### config.mk
export PLATFORM = sky130hd
export DESIGN_NAME = jtag_tap_ctrl
export DESIGN_NICKNAME = d
export VERILOG_FILES = /design/src/rtl/jtag_tap_ctrl.sv
export SDC_FILE = /design/constraint.sdc
export NUM_CORES = 1
export LEC_CHECK = 0
export CAP_MARGIN = 20
export CELL_PAD_IN_SITES_DETAIL_PLACEMENT = 0
export CELL_PAD_IN_SITES_GLOBAL_PLACEMENT = 2
export CORE_UTILIZATION = 29
export CTS_BUF_LIST = sky130_fd_sc_hd__clkbuf_8 sky130_fd_sc_hd__clkbuf_16
export DETAILED_ROUTE_END_ITERATION = 6
export PLACE_DENSITY = 0.88
export SLEW_MARGIN = 20
export SYNTH_ARGS = -nofsm -noshare
export SYNTH_HDL_FRONTEND = slang
export SYNTH_SLANG_ARGS = --single-unit
### constraint.sdc
create_clock -name TCK -period 5.05 [get_ports TCK]
set_input_delay 1.2625 -clock TCK [delete_from_list [all_inputs] [get_ports TCK]]
set_output_delay 1.2625 -clock TCK [all_outputs]
set_load 0.1 [all_outputs]
### src/rtl/jtag_tap_ctrl.sv
// TAP controller for the boundary-scan chain: 16-state TMS FSM, instruction
// register, bypass bit, BSR cell controls and TDO mux.
module jtag_tap_ctrl #(
   parameter int              IR_W      = 4,
   parameter logic [IR_W-1:0] EXTEST_OP = '0,
   parameter logic [IR_W-1:0] SAMPLE_OP = {{(IR_W-1){1'b0}}, 1'b1},
   parameter logic [IR_W-1:0] BYPASS_OP = '1
) (
   input  logic            TCK,
   input  logic            TRST,
   input  logic            TMS,
   input  logic            TDI,
   input  logic            bsr_scan_out,
   output logic            TDO,
   output logic            tdo_en,
   output logic            bsr_scan_in,
   output logic            shift_dr,
   output logic            capture_dr,
   output logic            update_dr,
   output logic            mode,
   output logic [IR_W-1:0] ir_out,
   output logic [3:0]      tap_state
);

   // state  | meaning
   // TLR    | test-logic-reset, IR forced to bypass
   // RTI    | run-test/idle
   // SEL_xx | select DR / IR column
   // CAP_xx | capture into DR / IR shift register
   // SH_xx  | shift TDI -> TDO
   // EX1_xx | exit-1 (to update or pause)
   // PAU_xx | pause, all registers hold
   // EX2_xx | exit-2 (back to shift or update)
   // UPD_xx | update DR / IR
   typedef enum logic [3:0] {
      EX2_DR = 4'h0, EX1_DR = 4'h1, SH_DR  = 4'h2, PAU_DR = 4'h3,
      SEL_IR = 4'h4, UPD_DR = 4'h5, CAP_DR = 4'h6, SEL_DR = 4'h7,
      EX2_IR = 4'h8, EX1_IR = 4'h9, SH_IR  = 4'hA, PAU_IR = 4'hB,
      RTI    = 4'hC, UPD_IR = 4'hD, CAP_IR = 4'hE, TLR    = 4'hF
   } tap_state_e;

   localparam logic [IR_W-1:0] IR_CAPTURE = {{(IR_W-1){1'b0}}, 1'b1};

   tap_state_e      state_q;
   tap_state_e      state_d;
   logic [IR_W-1:0] ir_q;
   logic [IR_W-1:0] ir_sr_q;
   logic            bypass_q;
   logic            bsr_sel;

   always_ff @(posedge TCK) begin
      if (TRST) state_q <= TLR;
      else      state_q <= state_d;
   end

   always_comb begin
      state_d = TLR;
      case (state_q)
         TLR:    state_d = TMS ? TLR    : RTI;
         RTI:    state_d = TMS ? SEL_DR : RTI;
         SEL_DR: state_d = TMS ? SEL_IR : CAP_DR;
         CAP_DR: state_d = TMS ? EX1_DR : SH_DR;
         SH_DR:  state_d = TMS ? EX1_DR : SH_DR;
         EX1_DR: state_d = TMS ? UPD_DR : PAU_DR;
         PAU_DR: state_d = TMS ? EX2_DR : PAU_DR;
         EX2_DR: state_d = TMS ? UPD_DR : SH_DR;
         UPD_DR: state_d = TMS ? SEL_DR : RTI;
         SEL_IR: state_d = TMS ? TLR    : CAP_IR;
         CAP_IR: state_d = TMS ? EX1_IR : SH_IR;
         SH_IR:  state_d = TMS ? EX1_IR : SH_IR;
         EX1_IR: state_d = TMS ? UPD_IR : PAU_IR;
         PAU_IR: state_d = TMS ? EX2_IR : PAU_IR;
         EX2_IR: state_d = TMS ? UPD_IR : SH_IR;
         UPD_IR: state_d = TMS ? SEL_DR : RTI;
         default: state_d = TLR;
      endcase
   end

   // Undefined opcodes fall through to the bypass path.
   assign bsr_sel = (ir_q == EXTEST_OP) || (ir_q == SAMPLE_OP);

   always_ff @(posedge TCK) begin
      if (TRST) begin
         ir_q       <= BYPASS_OP;
         ir_sr_q    <= '0;
         bypass_q   <= 1'b0;
         shift_dr   <= 1'b0;
         capture_dr <= 1'b0;
         update_dr  <= 1'b0;
         tdo_en     <= 1'b0;
      end else begin
         if (state_q == CAP_IR)     ir_sr_q <= IR_CAPTURE;
         else if (state_q == SH_IR) ir_sr_q <= {TDI, ir_sr_q[IR_W-1:1]};

         if (state_q == CAP_DR)     bypass_q <= 1'b0;
         else if (state_q == SH_DR) bypass_q <= TDI;

         if (state_d == TLR)         ir_q <= BYPASS_OP;
         else if (state_q == UPD_IR) ir_q <= ir_sr_q;

         // Decoded from the next state so each pulse lines up with its state.
         capture_dr <= bsr_sel && (state_d == CAP_DR);
         shift_dr   <= bsr_sel && (state_d == SH_DR);
         update_dr  <= bsr_sel && (state_d == UPD_DR);
         tdo_en     <= (state_d == SH_DR) || (state_d == SH_IR);
      end
   end

   always_comb begin
      TDO = 1'b0;
      if (state_q == SH_IR)      TDO = ir_sr_q[0];
      else if (state_q == SH_DR) TDO = bsr_sel ? bsr_scan_out : bypass_q;
   end

   assign bsr_scan_in = TDI;
   assign mode        = (ir_q == EXTEST_OP);
   assign ir_out      = ir_q;
   assign tap_state   = state_q;

endmodule

# Word level (Yosys, flattened, before mapping)

Cells that the tools add are included.

Equal/unequal tests: 21
Muxes and demuxes: 18
Reductions and logical operators: 14

Operators with widths:

| operator                                                        | count |
|---|---|
| 4-bit one-hot mux with 12 select lines                          | 1 |
| 4-bit == test, second input constant                            | 10 |
| 4-bit by 3-bit == test with 1-bit output, second input constant | 6 |
| 4-bit by 2-bit == test with 1-bit output, second input constant | 3 |
| 2-bit 2-to-1 mux                                                | 6 |
| 3-bit 2-to-1 mux                                                | 4 |
| 2-bit OR reduction                                              | 5 |
| 4-bit by 1-bit == test with 1-bit output, second input constant | 2 |
| 4-bit zero test                                                 | 2 |
| 1-bit 2-to-1 mux                                                | 6 |
| 4-bit 2-to-1 mux                                                | 1 |
| 1-bit logical AND                                               | 3 |
| 3-bit OR reduction                                              | 1 |
| 1-bit logical OR                                                | 2 |
| 2-bit nonzero test                                              | 1 |

Register bits: 17
Output and inout bits: 15
Logic and storage cells: 62

# Longest topological paths before layout

Depth after elaboration: 5
Mapped depth: 5

# Worst setup path after synthesis

No wires, ideal clock.

Kind: register to output
Start point: register ir_q[1], in the netlist ir_out[1]
End point: output port TDO
Data arrival time: 4.758 ns
Required time: 3.788 ns
Slack: -0.970 ns
Stages on the path, launching flop included: 6
Path buffers: 1
Path through: dfxtp_1 or3_1 buf_2 mux2_4 nor2_2 a2111oi_1

Word-level cells in the longest chain between the ends: 5
Elaborated cells between the ends (all ways): 6

RTL lines:

| what                                                                               | RTL line | RTL |
|---|---|---|
| start, declared                                                                    | 46       | `logic [IR_W-1:0] ir_q;` |
| start signal, assigned                                                             | 99       | `else if (state_q == UPD_IR) ir_q <= ir_sr_q;` |
| 4-bit by 1-bit == test with 1-bit output / 4-bit zero test (equally long branches) | 80       | `assign bsr_sel = (ir_q == EXTEST_OP) \|\| (ir_q == SAMPLE_OP);` |
| 1-bit logical OR (*)                                                               | 80       |  |
| 1-bit 2-to-1 mux (*) (2 in series)                                                 | 112      | `else if (state_q == SH_DR) TDO = bsr_sel ? bsr_scan_out : bypass_q;` |
| 1-bit 2-to-1 mux (*)                                                               | 111      | `if (state_q == SH_IR) TDO = ir_sr_q[0];` |
| end, declared                                                                      | 14       | `output logic TDO,` |

Mark *: on every way between the ends. The rest lies on a longest branch, timed or not.

# Worst setup path after layout

Start point: input port bsr_scan_out
End point: output port TDO

Word-level cells in the longest chain between the ends: 3

RTL lines:

| what                           | RTL line | RTL |
|---|---|---|
| start, declared                | 13       | `input logic bsr_scan_out,` |
| 1-bit 2-to-1 mux (2 in series) | 112      |  |
| 1-bit 2-to-1 mux               | 111      |  |

Every way passes these cells.

==> impl_metrics.tcl <==
set metrics [dict create \
    status "complete, no violations" \
    max-vdd-ir-drop_mv 0.190 \
    worstSetupPathType "in2out" \
    period_minus_slack_ns 3.73 \
    layout-drive-gt1-share 0.117 \
    crit_chain "clkdlybuf4s50_1 -> mux2_4 -> nor2_2 -> a2111oi_2 -> buf_4" \
    fin_setup_tns_ns 0 \
    fin_nets 109 \
    p_total_w 0.000379 \
    n_antenna_cell 0 \
    cp-endpoint "TDO" \
    synth.distinct_cells 28 \
    wire_per_inst_um 11.8 \
    clk_latency_ns 0.24 \
    cts_setup_buffers 0 \
    path_depth 5 \
    ys_seq_area_frac 0.443 \
    cts-resized-gates 0 \
    grt_max_degree 16 \
    required_ns 3.79 \
    cts_buffer_depth 2 \
    worstHoldPathType "reg2reg" \
    htreeDepth 1 \
    powerDensity_nw_per_um2 378 \
    rows 18 \
    end_kind "output port" \
    crit_family "buffers and inverters" \
    grt_remaining_overflow 0 \
    chipHeight_um 53.5 \
    drt_pass1_iterations 4 \
    place.gp.congestion 0.727 \
    setup_viol 0 \
    gr-usage-all-layers 0.121 \
    r2r_slack_ns 3.37 \
    layout-area-overhead-vs-synth_pct 30.5 \
    max_stage_delay_ns 0.45 \
    ant_nets 0 \
    leakagePower_nw 0.383 \
    cpMaxStageDelayCell "clkdlybuf4s50_1" \
    tightest_slew_ns 0.965 \
    port_buffers 19 \
    timing.rr.start "tap_state[3]" \
    syn_inst 87 \
    core_um2 2500 \
    drv_slew 0 \
    reg2regPathDepth 4 \
    cp-start-kind "input port" \
    cts_buffers 3 \
    pin_count 20 \
    synth_warnings 0 \
    crit_start "bsr_scan_out" \
    cp.arrival_ns 2.47 \
    path_buf_inv 2 \
    grt_antenna_before_repair 0 \
    fmax_mhz 268 \
    viasPerCell 4.90 \
    skew_ns 0.00363 \
    avgSynthCellArea_um2 8.83 \
    synth_nets 92 \
    clock_sinks 17 \
    final_cell_mix "dfxtp_1, clkdlybuf4s50_1, nand2_1, nor2_1, mux2i_1" \
    vias 652 \
    place_hpwl_um 1140 \
    initial_utilization 0.307 \
    clk_pin_slew_worst_paths_ns 0.06 \
    rsz0062_at_grt "no" \
    finalCritPeriodShare 0.739 \
    drtIter0Drc 10 \
    grt_pass1_wl_um 2470 \
    dieArea_um2 2860 \
    finalWirelength_um 1570 \
    cap_violations 0 \
    reg2reg_to "ir_out[1]" \
    yosys_register_bits 17 \
    die_width_um 53.5 \
    drc 0 \
    synth_area_um2 768 \
    max_slew_margin 0.354 \
    cts_tree "built" \
    cts_hold_buf 0 \
    cts.root.buffer_cell "clkbuf_8" \
    first_global_vias 536 \
    hold_viol_final 0 \
    path_max_fanout 1 \
]
## metal layers
layer | vias up | share of wire | GRT usage
met2 | 14 | 0.43 | 0.173
li1 | 333 | - | -
met4 | 0 | 0 | 0.0395
met3 | 0 | 0.038 | 0.0259
met5 | - | 0 | 0
met1 | 305 | 0.53 | 0.174
## power breakdown
group	total [W]	switching, W	internal [W]
clock network	0.0000970	0.0000432	0.0000538
registers	0.000160	0.0000165	0.000143
logic	0.000122	0.0000878	0.0000342
## kinds of logic after synthesis
family	synth area share
AND/OR/NAND/NOR	0.270
flip-flops	0.443
multiplexers	0.0977
AO/OA/AOI/OAI	0.124
buffers and inverters	0.0651
## metrics by stage
step / utilization / area [µm²] / std cells / worst slack (ns) / hold slack (ns)
after floorplan: - / 773 / 87 / 0.446 / 0.445
after global placement: 0.383 / 957 / 129 / 1.34 / 0.455
after detailed placement: 0.383 / 957 / 129 / 1.32 / 0.464
after CTS: 0.401 / 1000 / 133 / 1.31 / 0.471
after global routing: 0.401 / 1000 / 133 / 1.27 / 0.498
final: 0.401 / 1000 / 133 / 1.32 / 0.473
## worst reg2reg max path, stage by stage (launching register included)
cell and delay (ns):
dfxtp_1 0.67, nand2_1 0.14, nor2_1 0.44, mux2i_1 0.24, nand2_1 0.06
## Yosys cell counts, drive strengths merged
library cell  count  area, µm²
dfxtp            17        340
nand2            12       45.0
nor2             10       40.0
buf               6       35.0
mux2i             6       60.1
a21oi             5       25.0
nand2b            4       32.5
inv               3       11.3
nand4             3       18.8
a31oi             2       12.5
nor2b             2       12.5
nor3              2       10.0
nor4              2       25.0
or3               2       12.5
a2111oi           1       10.0
a211o             1       8.76
a211oi            1       7.51
a311o             1       10.0
a311oi            1       8.76
clkbuf            1       3.75
mux2              1       15.0
nand3             1       5.00
o21a              1       7.51
o21ai             1       5.00
or2               1       6.26
## flip-flops by register name, summed over array words and instances (netlist names)
name,flops
bypass_q,1
ir_sr_q,4
tdo_en,1
tap_state,4
ir_out,4
update_dr,1
capture_dr,1
shift_dr,1
## cell type report
class / count / area, µm²
Sequential cell: 17 / 340
Inverter: 3 / 11.3
Clock buffer: 3 / 41.3
Clock inverter: 1 / 3.75
Fill cell: 271 / 1500
Multi-Input combinational cell: 60 / 383
Timing Repair Buffer: 19 / 185
Tap cell: 30 / 37.5
## worst min path at each step
| stage | startpoint | end | slack (ns) | depth (start not counted) |
|---|---|---|---|---|
| CTS | ir_sr_q[2] | ir_sr_q[2] | 0.47 | 2 |
| floorplan | ir_sr_q[2] | ir_sr_q[2] | 0.44 | 2 |
| global route | ir_sr_q[0] | ir_out[0] | 0.50 | 2 |
| global placement | ir_sr_q[0] | ir_out[0] | 0.45 | 2 |
| finish | ir_sr_q[2] | ir_sr_q[2] | 0.47 | 2 |
| detailed placement | ir_sr_q[2] | ir_sr_q[2] | 0.46 | 2 |
No activity file was read; power rests on OpenSTA's default activity.
